$ cat config.mk
export PLATFORM = sky130hd
export DESIGN_NAME = lock_water_level_flat
export DESIGN_NICKNAME = d
export VERILOG_FILES = /design/src/rtl/lock_water_level_if.sv /design/src/rtl/lock_water_level.sv /design/src/flat_wrapper.sv
export SDC_FILE = /design/constraint.sdc
export NUM_CORES = 1
export LEC_CHECK = 0
export ABC_AREA = 0
export CAP_MARGIN = 10
export CORE_MARGIN = 8
export CORE_UTILIZATION = 53
export CTS_CLUSTER_DIAMETER = 30
export CTS_CLUSTER_SIZE = 8
export DETAILED_ROUTE_END_ITERATION = 10
export PLACE_DENSITY = 0.89
export SETUP_SLACK_MARGIN = 0.4
export SYNTH_ARGS = -nofsm -noshare
export SYNTH_HDL_FRONTEND = slang
export SYNTH_SLANG_ARGS = --single-unit
export TNS_END_PERCENT = 10
$ cat constraint.sdc
create_clock -name clk -period 3 [get_ports clk]
set_input_delay 0.45 -clock clk [delete_from_list [all_inputs] [get_ports clk]]
set_output_delay 0.45 -clock clk [all_outputs]
set_load 0.03 [all_outputs]
$ cat src/rtl/lock_water_level_if.sv
// rtl/lock_water_level_if.sv - command/status bundle between the lock controller and the water-level model
interface lock_water_level_if #(
    parameter int LEVEL_W = 4
) ();
    logic               inc_water_level;
    logic               dec_water_level;
    logic               outer_gate_open;
    logic               inner_gate_open;
    logic [LEVEL_W-1:0] water_level;
    logic               level_high;
    logic               level_low;
    logic               filling;
    logic               draining;
    logic               done;
    logic               cmd_reject;
    logic               fault;

    modport master (
        output inc_water_level, dec_water_level, outer_gate_open, inner_gate_open,
        input  water_level, level_high, level_low, filling, draining, done, cmd_reject, fault
    );

    modport slave (
        input  inc_water_level, dec_water_level, outer_gate_open, inner_gate_open,
        output water_level, level_high, level_low, filling, draining, done, cmd_reject, fault
    );
endinterface

$ cat src/rtl/lock_water_level.sv
// rtl/lock_water_level.sv - chamber water-level model and pump sequencer
// Optional PAUSE watchdog and FAULT state built only with LOCK_LEVEL_TIMEOUT_EN defined.
module lock_water_level #(
    parameter int LEVEL_W        = 4,
    parameter int LEVEL_MAX      = 15,
    parameter int STEP_CYCLES    = 4,
    parameter int TIMEOUT_CYCLES = 64
) (
    input  logic              clk,
    input  logic              reset,
    lock_water_level_if.slave lvl
);
    localparam int CNT_W = (STEP_CYCLES > 1) ? $clog2(STEP_CYCLES) : 1;
    localparam logic [LEVEL_W-1:0] LMAX      = LEVEL_W'(LEVEL_MAX);
    localparam logic [LEVEL_W-1:0] L_ONE     = LEVEL_W'(1);
    localparam logic [LEVEL_W-1:0] L_ZERO    = '0;
    localparam logic [CNT_W-1:0]   STEP_LAST = CNT_W'(STEP_CYCLES - 1);
    localparam logic [CNT_W-1:0]   C_ONE     = CNT_W'(1);

    typedef enum logic [2:0] {
        S_IDLE,
        S_FILL,
        S_DRAIN,
        S_PAUSE
`ifdef LOCK_LEVEL_TIMEOUT_EN
        , S_FAULT
`endif
    } state_t;

    typedef enum logic [1:0] {DIR_NONE, DIR_UP, DIR_DOWN} dir_t;

    state_t             state_q, state_d;
    dir_t               dir_q, dir_d;
    logic [LEVEL_W-1:0] level_q, level_d, level_step;
    logic [CNT_W-1:0]   cnt_q, cnt_d;
    logic               done_q, done_d;
    logic               rej_q, rej_d;
    logic               inc, dec, any_cmd, both_cmd, gate_open, up;

`ifdef LOCK_LEVEL_TIMEOUT_EN
    localparam int WD_W = $clog2(TIMEOUT_CYCLES + 1);
    localparam logic [WD_W-1:0] WD_LAST = WD_W'(TIMEOUT_CYCLES - 1);
    localparam logic [WD_W-1:0] WD_ONE  = WD_W'(1);
    logic [WD_W-1:0] wd_q, wd_d;
`endif

    assign inc       = lvl.inc_water_level;
    assign dec       = lvl.dec_water_level;
    assign any_cmd   = inc | dec;
    assign both_cmd  = inc & dec;
    assign gate_open = lvl.outer_gate_open | lvl.inner_gate_open;
    assign up        = (state_q == S_FILL);

    always_ff @(posedge clk) begin
        if (reset) begin
            state_q <= S_IDLE;
            dir_q   <= DIR_NONE;
            level_q <= '0;
            cnt_q   <= '0;
            done_q  <= 1'b0;
            rej_q   <= 1'b0;
`ifdef LOCK_LEVEL_TIMEOUT_EN
            wd_q    <= '0;
`endif
        end else begin
            state_q <= state_d;
            dir_q   <= dir_d;
            level_q <= level_d;
            cnt_q   <= cnt_d;
            done_q  <= done_d;
            rej_q   <= rej_d;
`ifdef LOCK_LEVEL_TIMEOUT_EN
            wd_q    <= wd_d;
`endif
        end
    end

    always_comb begin
        state_d    = state_q;
        dir_d      = dir_q;
        level_d    = level_q;
        cnt_d      = cnt_q;
        done_d     = 1'b0;
        rej_d      = 1'b0;
        level_step = level_q;
`ifdef LOCK_LEVEL_TIMEOUT_EN
        wd_d       = '0;
`endif
        case (state_q)
            S_IDLE: begin
                if (both_cmd || (any_cmd && gate_open)) begin
                    rej_d = 1'b1;
                end else if (inc) begin
                    if (level_q == LMAX) begin
                        done_d = 1'b1;
                    end else begin
                        state_d = S_FILL;
                        dir_d   = DIR_UP;
                        cnt_d   = '0;
                    end
                end else if (dec) begin
                    if (level_q == L_ZERO) begin
                        done_d = 1'b1;
                    end else begin
                        state_d = S_DRAIN;
                        dir_d   = DIR_DOWN;
                        cnt_d   = '0;
                    end
                end
            end

            S_FILL, S_DRAIN: begin
                if (gate_open) begin
                    // Level and step counter freeze; dir_q already names the way back.
                    state_d = S_PAUSE;
                    rej_d   = any_cmd;
                end else if (up ? (dec && !inc) : (inc && !dec)) begin
                    if (up ? (level_q == L_ZERO) : (level_q == LMAX)) begin
                        state_d = S_IDLE;
                        dir_d   = DIR_NONE;
                        done_d  = 1'b1;
                    end else begin
                        state_d = up ? S_DRAIN : S_FILL;
                        dir_d   = up ? DIR_DOWN : DIR_UP;
                        cnt_d   = '0;
                    end
                end else begin
                    rej_d = both_cmd;
                    if (cnt_q == STEP_LAST) begin
                        cnt_d = '0;
                        if (up && level_q != LMAX) begin
                            level_step = level_q + L_ONE;
                        end else if (!up && level_q != L_ZERO) begin
                            level_step = level_q - L_ONE;
                        end
                        level_d = level_step;
                        // Reaching the target outranks a simultaneous rejected command.
                        if (level_step == (up ? LMAX : L_ZERO)) begin
                            state_d = S_IDLE;
                            dir_d   = DIR_NONE;
                            done_d  = 1'b1;
                            rej_d   = 1'b0;
                        end
                    end else begin
                        cnt_d = cnt_q + C_ONE;
                    end
                end
            end

            S_PAUSE: begin
                rej_d = any_cmd;
                if (!gate_open) begin
                    state_d = (dir_q == DIR_UP) ? S_FILL : S_DRAIN;
                end else begin
`ifdef LOCK_LEVEL_TIMEOUT_EN
                    wd_d = wd_q + WD_ONE;
                    if (wd_q == WD_LAST) begin
                        state_d = S_FAULT;
                    end
`endif
                end
            end

`ifdef LOCK_LEVEL_TIMEOUT_EN
            S_FAULT: begin
                rej_d = any_cmd;
            end
`endif

            default: begin
                state_d = S_IDLE;
                dir_d   = DIR_NONE;
            end
        endcase
    end

    assign lvl.water_level = level_q;
    assign lvl.level_high  = (level_q == LMAX);
    assign lvl.level_low   = (level_q == L_ZERO);
    assign lvl.filling     = (state_q == S_FILL);
    assign lvl.draining    = (state_q == S_DRAIN);
    assign lvl.done        = done_q;
    assign lvl.cmd_reject  = rej_q;
`ifdef LOCK_LEVEL_TIMEOUT_EN
    assign lvl.fault       = (state_q == S_FAULT);
`else
    assign lvl.fault       = 1'b0;
`endif
endmodule

$ cat src/flat_wrapper.sv
// flat-port wrapper written by rule: the top's interface ports become plain ports
module lock_water_level_flat 
#(
    parameter int LEVEL_W        = 4,
    parameter int LEVEL_MAX      = 15,
    parameter int STEP_CYCLES    = 4,
    parameter int TIMEOUT_CYCLES = 64
)
  (clk, reset, lvl_inc_water_level, lvl_dec_water_level, lvl_outer_gate_open, lvl_inner_gate_open, lvl_water_level, lvl_level_high, lvl_level_low, lvl_filling, lvl_draining, lvl_done, lvl_cmd_reject, lvl_fault);
  lock_water_level_if #(.LEVEL_W(LEVEL_W)) lvl_i ();
  input  logic clk;
  input  logic reset;
  input wire logic [$bits(lvl_i.inc_water_level)-1:0] lvl_inc_water_level;
  input wire logic [$bits(lvl_i.dec_water_level)-1:0] lvl_dec_water_level;
  input wire logic [$bits(lvl_i.outer_gate_open)-1:0] lvl_outer_gate_open;
  input wire logic [$bits(lvl_i.inner_gate_open)-1:0] lvl_inner_gate_open;
  output wire logic [$bits(lvl_i.water_level)-1:0] lvl_water_level;
  output wire logic [$bits(lvl_i.level_high)-1:0] lvl_level_high;
  output wire logic [$bits(lvl_i.level_low)-1:0] lvl_level_low;
  output wire logic [$bits(lvl_i.filling)-1:0] lvl_filling;
  output wire logic [$bits(lvl_i.draining)-1:0] lvl_draining;
  output wire logic [$bits(lvl_i.done)-1:0] lvl_done;
  output wire logic [$bits(lvl_i.cmd_reject)-1:0] lvl_cmd_reject;
  output wire logic [$bits(lvl_i.fault)-1:0] lvl_fault;
  assign lvl_i.inc_water_level = lvl_inc_water_level;
  assign lvl_i.dec_water_level = lvl_dec_water_level;
  assign lvl_i.outer_gate_open = lvl_outer_gate_open;
  assign lvl_i.inner_gate_open = lvl_inner_gate_open;
  assign lvl_water_level = lvl_i.water_level;
  assign lvl_level_high = lvl_i.level_high;
  assign lvl_level_low = lvl_i.level_low;
  assign lvl_filling = lvl_i.filling;
  assign lvl_draining = lvl_i.draining;
  assign lvl_done = lvl_i.done;
  assign lvl_cmd_reject = lvl_i.cmd_reject;
  assign lvl_fault = lvl_i.fault;
  lock_water_level #(.LEVEL_W(LEVEL_W), .LEVEL_MAX(LEVEL_MAX), .STEP_CYCLES(STEP_CYCLES), .TIMEOUT_CYCLES(TIMEOUT_CYCLES)) u_core (.clk(clk), .reset(reset), .lvl(lvl_i));
endmodule
==> results of run 1 <==
power by group:
part           total [mW]  leakage, nW  internal (mW)  switching, mW
Combinational       0.129        0.391         0.0524         0.0766
Clock               0.104       0.0138         0.0467         0.0574
Sequential          0.172       0.0977          0.166        0.00514
Total               0.405        0.503          0.266          0.139
layout make-up:
class	count	area share (%)
flip-flops and latches	12	18.7
clock buffers	3	1.74
multi-input cells	111	61.5
well taps	27	2.61
inverters	12	3.97
repair buffers	15	11.5
per-layer routing:
metal / share of wire, % / vias to the layer above / GRT usage, %
li1: - / 537 / -
met1: 42 / 507 / 15.6
met2: 49 / 44 / 24.1
met3: 7.0 / 10 / 5.02
met4: 2.4 / 0 / 6.55
met5: 0 / - / 0
how the worst min path moves through the flow:
stage | end | slack [ns]
after floorplan | u_core.dir_q[1] | 0.45
after global placement | u_core.dir_q[1] | 0.46
after detailed placement | u_core.dir_q[1] | 0.47
after CTS | u_core.dir_q[1] | 0.49
after global routing | u_core.dir_q[1] | 0.50
final | u_core.dir_q[1] | 0.49
flip-flops by register name (all words and copies together), names as in the netlist:
register / flops
u_core.cnt_q: 2
u_core.dir_q: 2
u_core.lvl.cmd_reject: 1
u_core.lvl.done: 1
u_core.lvl.water_level: 4
u_core.state_q: 2
tightest hold or removal path: cells and delay by family, from the launching register on:
| kind | cells | cell delay, ns |
|---|---|---|
| flip-flops | 1 | 0.31 |
| AND/OR/NAND/NOR | 1 | 0.06 |
| multiplexers | 1 | 0.07 |
cells by family (layout without fill, tap and decap cells):
group	count (synthesis)	after routing	share of synthesized area (%)
compound gates	41	41	25.9
xor+xnor	1	1	0.772
fa+ha+maj	9	9	9.92
buf+inv	20	30	9.04
flops	12	12	21.2
mux	9	9	8.38
other cells	1	1	0.330
simple gates	50	50	24.5
metrics by stage:
step           worst slack (ns)  power (mW)  util, %
6_report                  0.479       0.405     65.2
5_1_grt                   0.373       0.425     65.2
4_1_cts                   0.439       0.403     65.0
3_5_place_dp              0.569       0.301     64.0
3_3_place_gp              0.639       0.297     64.0
2_1_floorplan             0.574       0.269        -
placed cells by master (no fill, tap or decap), types with 3 or more instances in the layout:
| cell | n |
|---|---|
| nand3_1 | 5 |
| mux2i_1 | 7 |
| inv_1 | 8 |
| nand4_1 | 3 |
| dfxtp_1 | 11 |
| nand2b_1 | 8 |
| a21oi_1 | 8 |
| ha_1 | 8 |
| o21ai_0 | 11 |
| clkbuf_4 | 3 |
| nor2_1 | 12 |
| nand2_1 | 8 |
| clkdlybuf4s50_1 | 14 |
repair_timing:
| item | in CTS | in global routing |
|---|---|---|
| gates resized for setup | 1 | 2 |
| hold endpoints to repair | 0 | 0 |
| endpoints found under the setup margin | 1 | 5 |
==> summary.md, run 1 <==
| Metric | Value |
|---|---|
| Pwr dens | `313 nW/µm²` |
| Worst min path class | `flop to flop` |
| Vias/cell | `6.10` |
| Post-Place Cells | `177` |
| Post-synth cell types | `53` |
| Vias in the first global route | `1041` |
| Reg-to-reg endpoint | `u_core.state_q[1]` |
| Post-synth top area share | `21.2%` |
| Post-DP HPWL | `2100 µm` |
| Setup TNS | `0 ns` |
| Top cell type by total area after synthesis | `dfxtp_1` |
| Worst EP arrival | `2.07 ns` |
| Top cell types by occurrence after synthesis | `dfxtp_1 (12), nor2_1 (12), o21ai_0 (11)` |
| Clock Path Buffers | `2` |
| CP Depth | `4` |
| Height of the die | `62.3 µm` |
| Total CTS buffers | `3` |
| Post-synth EDFFs | `0` |
| First-pass GRT wire length | `4670 µm` |
| Hold path start | `u_core.dir_q[1]` |
| Final setup fails | `0` |
| Syn_nets | `between 150 and 200` |
| Root buffer cell | `clkbuf_4` |
| Global route total overflow | `0` |
| Synth Flop Type | `dfxtp_1` |
| CP required | `~2.6 ns` |
| Area of the mapped netlist | `between 1000 and 1500 µm²` |
| H-Tree Depth | `1` |
| CP max stage cell | `clkdlybuf4s50_1` |
| Layout cell share with drive strength beyond 1 | `13.1%` |
| Peak supply drop | `between 0.0003 and 0.0004 V` |
| Family with the most delay on the worst path | `buffers and inverters` |
| I/O pin cnt | `17` |
| Critical path class | `flop to primary output` |
| Drt pass-1 iters | `4` |
| Die W | `62.3 µm` |
| Total track usage | `14.3%` |
| Post-Synthesis Cells | `approximately 140` |
| Worst Skew | `~0.00044 ns` |
| Register Area | `241 µm²` |
| Iteration-0 DRC Markers | `54` |
| Fmax | `397 MHz` |
| Initial antenna violation count | `0` |
| Initial core utilization | `57.3%` |
| CP peak stage delay | `slightly below 0.7 ns` |
| Worst path buffer plus inverter count | `2` |
| CP endpoint | `lvl_level_high` |
| Fin area | `1290 µm²` |
| Reg2reg path depth | `8` |
| Avg Cell Area, Syn | `7.94 µm²` |
| Hold-fix buffers, CTS | `0` |
| Reg2reg start | `u_core.state_q[1]` |
| Hold Worst Slack | `0.487 ns` |
| Routed wire length | `2730 µm` |
| Finished Layout Cells | `180` |
| Postcts setup bufs | `0` |
| Final nets | `170` |
| CTS tree | `yes` |
| TritonCTS Sinks | `12` |
| Rows | `16` |
| Leak | `a little over 0.5 nW` |
| Clock Latency Late Sink | `roughly 0.28 ns` |
| Crit-path cells | `ha_1 > nand3_1 > inv_2 > clkdlybuf4s50_1` |
| Port Buffer Count | `15` |
| Placed instance area | `1270 µm²` |
| Ant diodes | `0` |
| Detail Route Antenna Nets | `0` |
| Sequential-to-total area share from yosys stat | `21.2%` |
| Ranking of synthesized cells by area | `dfxtp_1 (21%), ha_1 (9.9%), mux2i_1 (6.2%), o21ai_0 (4.9%), nand2b_1 (4.4%)` |
| Number of hold violations in the final report | `0` |
| Die ar. | `approximately 3900 µm²` |
| RSZ-0062 raised after global routing | `yes` |
| P&R area growth vs syn | `13.9%` |
| Crit path capture type | `primary output` |
| Max cap viols | `0` |
| Final slew viol count | `0` |
| Critical Path Start Type | `flop` |
| CTS clk-pin slew, worst paths | `around 0.070 ns` |
| Post-synthesis async set-or-reset flop share | `0%` |
| Ys Warns | `0` |
| Crit path max fanout | `9` |
| Final period util | `a little over four fifths` |
| FF+latch count, synth | `12` |
| FILL cells | `179` |
| Largest net degree at the start of global routing | `16` |
| Worst hold path depth | `2` |
| Multi-input logic area | `795 µm²` |
| Core Area | `1980 µm²` |
| # DRC | `0` |
| Reg2Reg Setup Slack | `0.66 ns` |
| Final min period | `2.52 ns` |
| Status | `completed` |
| Via count | `around 1100` |
| WL per Instance | `15.2 µm` |
| CP startpoint | `u_core.lvl.water_level[1]` |
| Gpl congestion | `0.913` |
No activity file was read; power rests on OpenSTA's default activity.
==> run 2: changes to the inputs <==
==> constraint.sdc (replaced) <==
create_clock -name clk -period 2.4 [get_ports clk]
set_input_delay 0.36 -clock clk [delete_from_list [all_inputs] [get_ports clk]]
set_output_delay 0.36 -clock clk [all_outputs]
set_load 0.03 [all_outputs]
==> run 2 against run 1 <==
Sequential share of layout area down 1.4 points. Global-route usage increased by 1.5 points. Register-to-register slack worse by 0.35 ns. Clock-buffer cell count grew 1. Critical path depth increased by 6. Clock power rose by 28%. Die area did not move. Design area grew 12%. Clock skew hardly changed. First-iteration DRC count is 19% higher. Core utilization rose by 7.5 points.
==> summary.md, run 2 (synthesis results as in run 1) <==
| Metric | Value |
|---|---|
| Status | `completed` |
| Leak | `0.591 nW` |
| CTS tree | `yes` |
| Ant diodes | `0` |
| Rows | `16` |
| P&R area growth vs syn | `27.0%` |
| Via count | `between 1000 and 1500` |
| Root buffer cell | `clkbuf_4` |
| CP endpoint | `u_core.lvl.cmd_reject` |
| Die ar. | `3880 µm²` |
| Initial antenna violation count | `0` |
| Vias in the first global route | `1171` |
| Reg2reg start | `u_core.lvl.water_level[1]` |
| Final nets | `183` |
| Reg2Reg Setup Slack | `approximately 0.31 ns` |
| CP required | `2.57 ns` |
| Setup TNS | `0 ns` |
| Routed wire length | `3130 µm` |
| Crit-path cells | `inv_4 > ha_4 > or3b_4 > clkinv_4 > nand3_2 > a211o_1 > mux2i_2 > buf_4 > a21oi_1 > o21a_1` |
| Iteration-0 DRC Markers | `64` |
| Multi-input logic area | `roughly 830 µm²` |
| Final slew viol count | `0` |
| Number of hold violations in the final report | `0` |
| Peak supply drop | `0.000455 V` |
| Clock Path Buffers | `2` |
| Clock Latency Late Sink | `0.27 ns` |
| Worst Skew | `0.000222 ns` |
| Register Area | `249 µm²` |
| CP max stage cell | `or3b_4` |
| CTS clk-pin slew, worst paths | `0.08 ns` |
| Layout cell share with drive strength beyond 1 | `22.8%` |
| First-pass GRT wire length | `5290 µm` |
| Reg-to-reg endpoint | `u_core.lvl.cmd_reject` |
| CP startpoint | `u_core.lvl.water_level[1]` |
| Total track usage | `~16%` |
| Power consumption | `0.522 mW` |
| Commonest non-fill, non-tap cell in the layout | `buf_4` |
| Crit path capture type | `flop` |
| Reg2reg path depth | `10` |
| Max cap viols | `0` |
| RSZ-0062 raised after global routing | `yes` |
| Core Area | `1980 µm²` |
| Worst EP arrival | `2.26 ns` |
| I/O pin cnt | `17` |
| Hold-fix buffers, CTS | `0` |
| Port Buffer Count | `15` |
| Total CTS buffers | `3` |
| Fmax | `between 400 and 500 MHz` |
| Final setup fails | `0` |
| Largest register FFs | `4` |
| Initial core utilization | `57.3%` |
| Family with the most delay on the worst path | `simple AND/OR/NAND/NOR gates` |
| CP peak stage delay | `0.42 ns` |
| TritonCTS Sinks | `12` |
| Largest net degree at the start of global routing | `14` |
| Final min period | `around 2.1 ns` |
| Drt pass-1 iters | `4` |
| Height of the die | `62.3 µm` |
| Critical path class | `flop to flop` |
| WL per Instance | `16.1 µm` |
| Gpl congestion | `around 0.92` |
| Post-DP HPWL | `about 2300 µm` |
| # DRC | `0` |
| Pwr dens | `roughly 360 nW/µm²` |
| CP Depth | `10` |
| Critical Path Start Type | `flop` |
| FILL cells | `roughly 170` |
| Crit path max fanout | `5` |
| Die W | `~62 µm` |
| Global route total overflow | `0` |
| Worst min path class | `flop to flop` |
| Detail Route Antenna Nets | `0` |
| Most frequent cells in the layout | `buf_4 (13), nor2_1 (12), clkdlybuf4s50_1 (12), o21ai_0 (11), dfxtp_1 (9)` |
| Final period util | `just under 90%` |
| Worst path buffer plus inverter count | `3` |
| Vias/cell | `6.02` |
| H-Tree Depth | `1` |
-- run 2: worst min path at each step --
stage / start / to / slack [ns] / depth (start not counted)
detailed placement: u_core.dir_q[0] / u_core.dir_q[0] / 0.47 / 2
CTS: u_core.dir_q[0] / u_core.dir_q[0] / 0.49 / 2
global placement: u_core.dir_q[1] / u_core.dir_q[1] / 0.46 / 2
floorplan: u_core.dir_q[1] / u_core.dir_q[1] / 0.45 / 2
finish: u_core.dir_q[0] / u_core.dir_q[0] / 0.48 / 2
global route: u_core.dir_q[0] / u_core.dir_q[0] / 0.51 / 2
-- run 2: final cells by class --
cell class | count | share of cell area, %
multi-input cells | 111 | 57.5
clock buffers | 4 | 1.82
well taps | 27 | 2.34
flip-flops and latches | 12 | 17.3
inverters | 12 | 3.99
repair buffers | 28 | 17.1
-- run 2: per-stage QoR --
step | instances | area (µm²) | util [%] | hold WS, ns | setup WS, ns
CTS | 194 | 1440 | 72.7 | 0.485 | 0.348
global placement | 181 | 1320 | 66.7 | 0.463 | 0.152
detailed placement | 181 | 1320 | 66.7 | 0.474 | 0.121
finish | 194 | 1440 | 72.7 | 0.479 | 0.310
floorplan | 143 | 1160 | - | 0.447 | 0.257
global route | 194 | 1440 | 72.7 | 0.508 | 0.182
-- run 2: report_power, final --
part / internal (mW) / switching, mW / total [mW]
logic: 0.0747 / 0.103 / 0.178
registers: 0.206 / 0.00550 / 0.212
clock network: 0.0644 / 0.0683 / 0.133
total: 0.345 / 0.177 / 0.522
-- run 2: what timing repair did --
action,in CTS,in global routing
buffers inserted,9,0
endpoints found under the hold margin,0,0
cloned,0,0
pin swaps,2,0
gates resized for setup,11,0
endpoints found under the setup margin,12,14
-- run 2: worst register-to-register path: cells and delay by family, from the launching register on --
kind | cells | cell delay, ns
flip-flops | 1 | 0.37
buffers and inverters | 3 | 0.33
adder cells (fa/ha/maj) | 1 | 0.15
AO/OA/AOI/OAI | 3 | 0.49
multiplexers | 1 | 0.16
AND/OR/NAND/NOR | 2 | 0.49
-- run 2: per-layer routing --
layer	vias to the layer above	GRT usage (%)	part of all wire, %
li1	559	-	-
met1	548	17.2	40
met2	52	29.6	52
met3	8	4.48	6.6
met4	0	2.56	1.3
met5	-	0	0
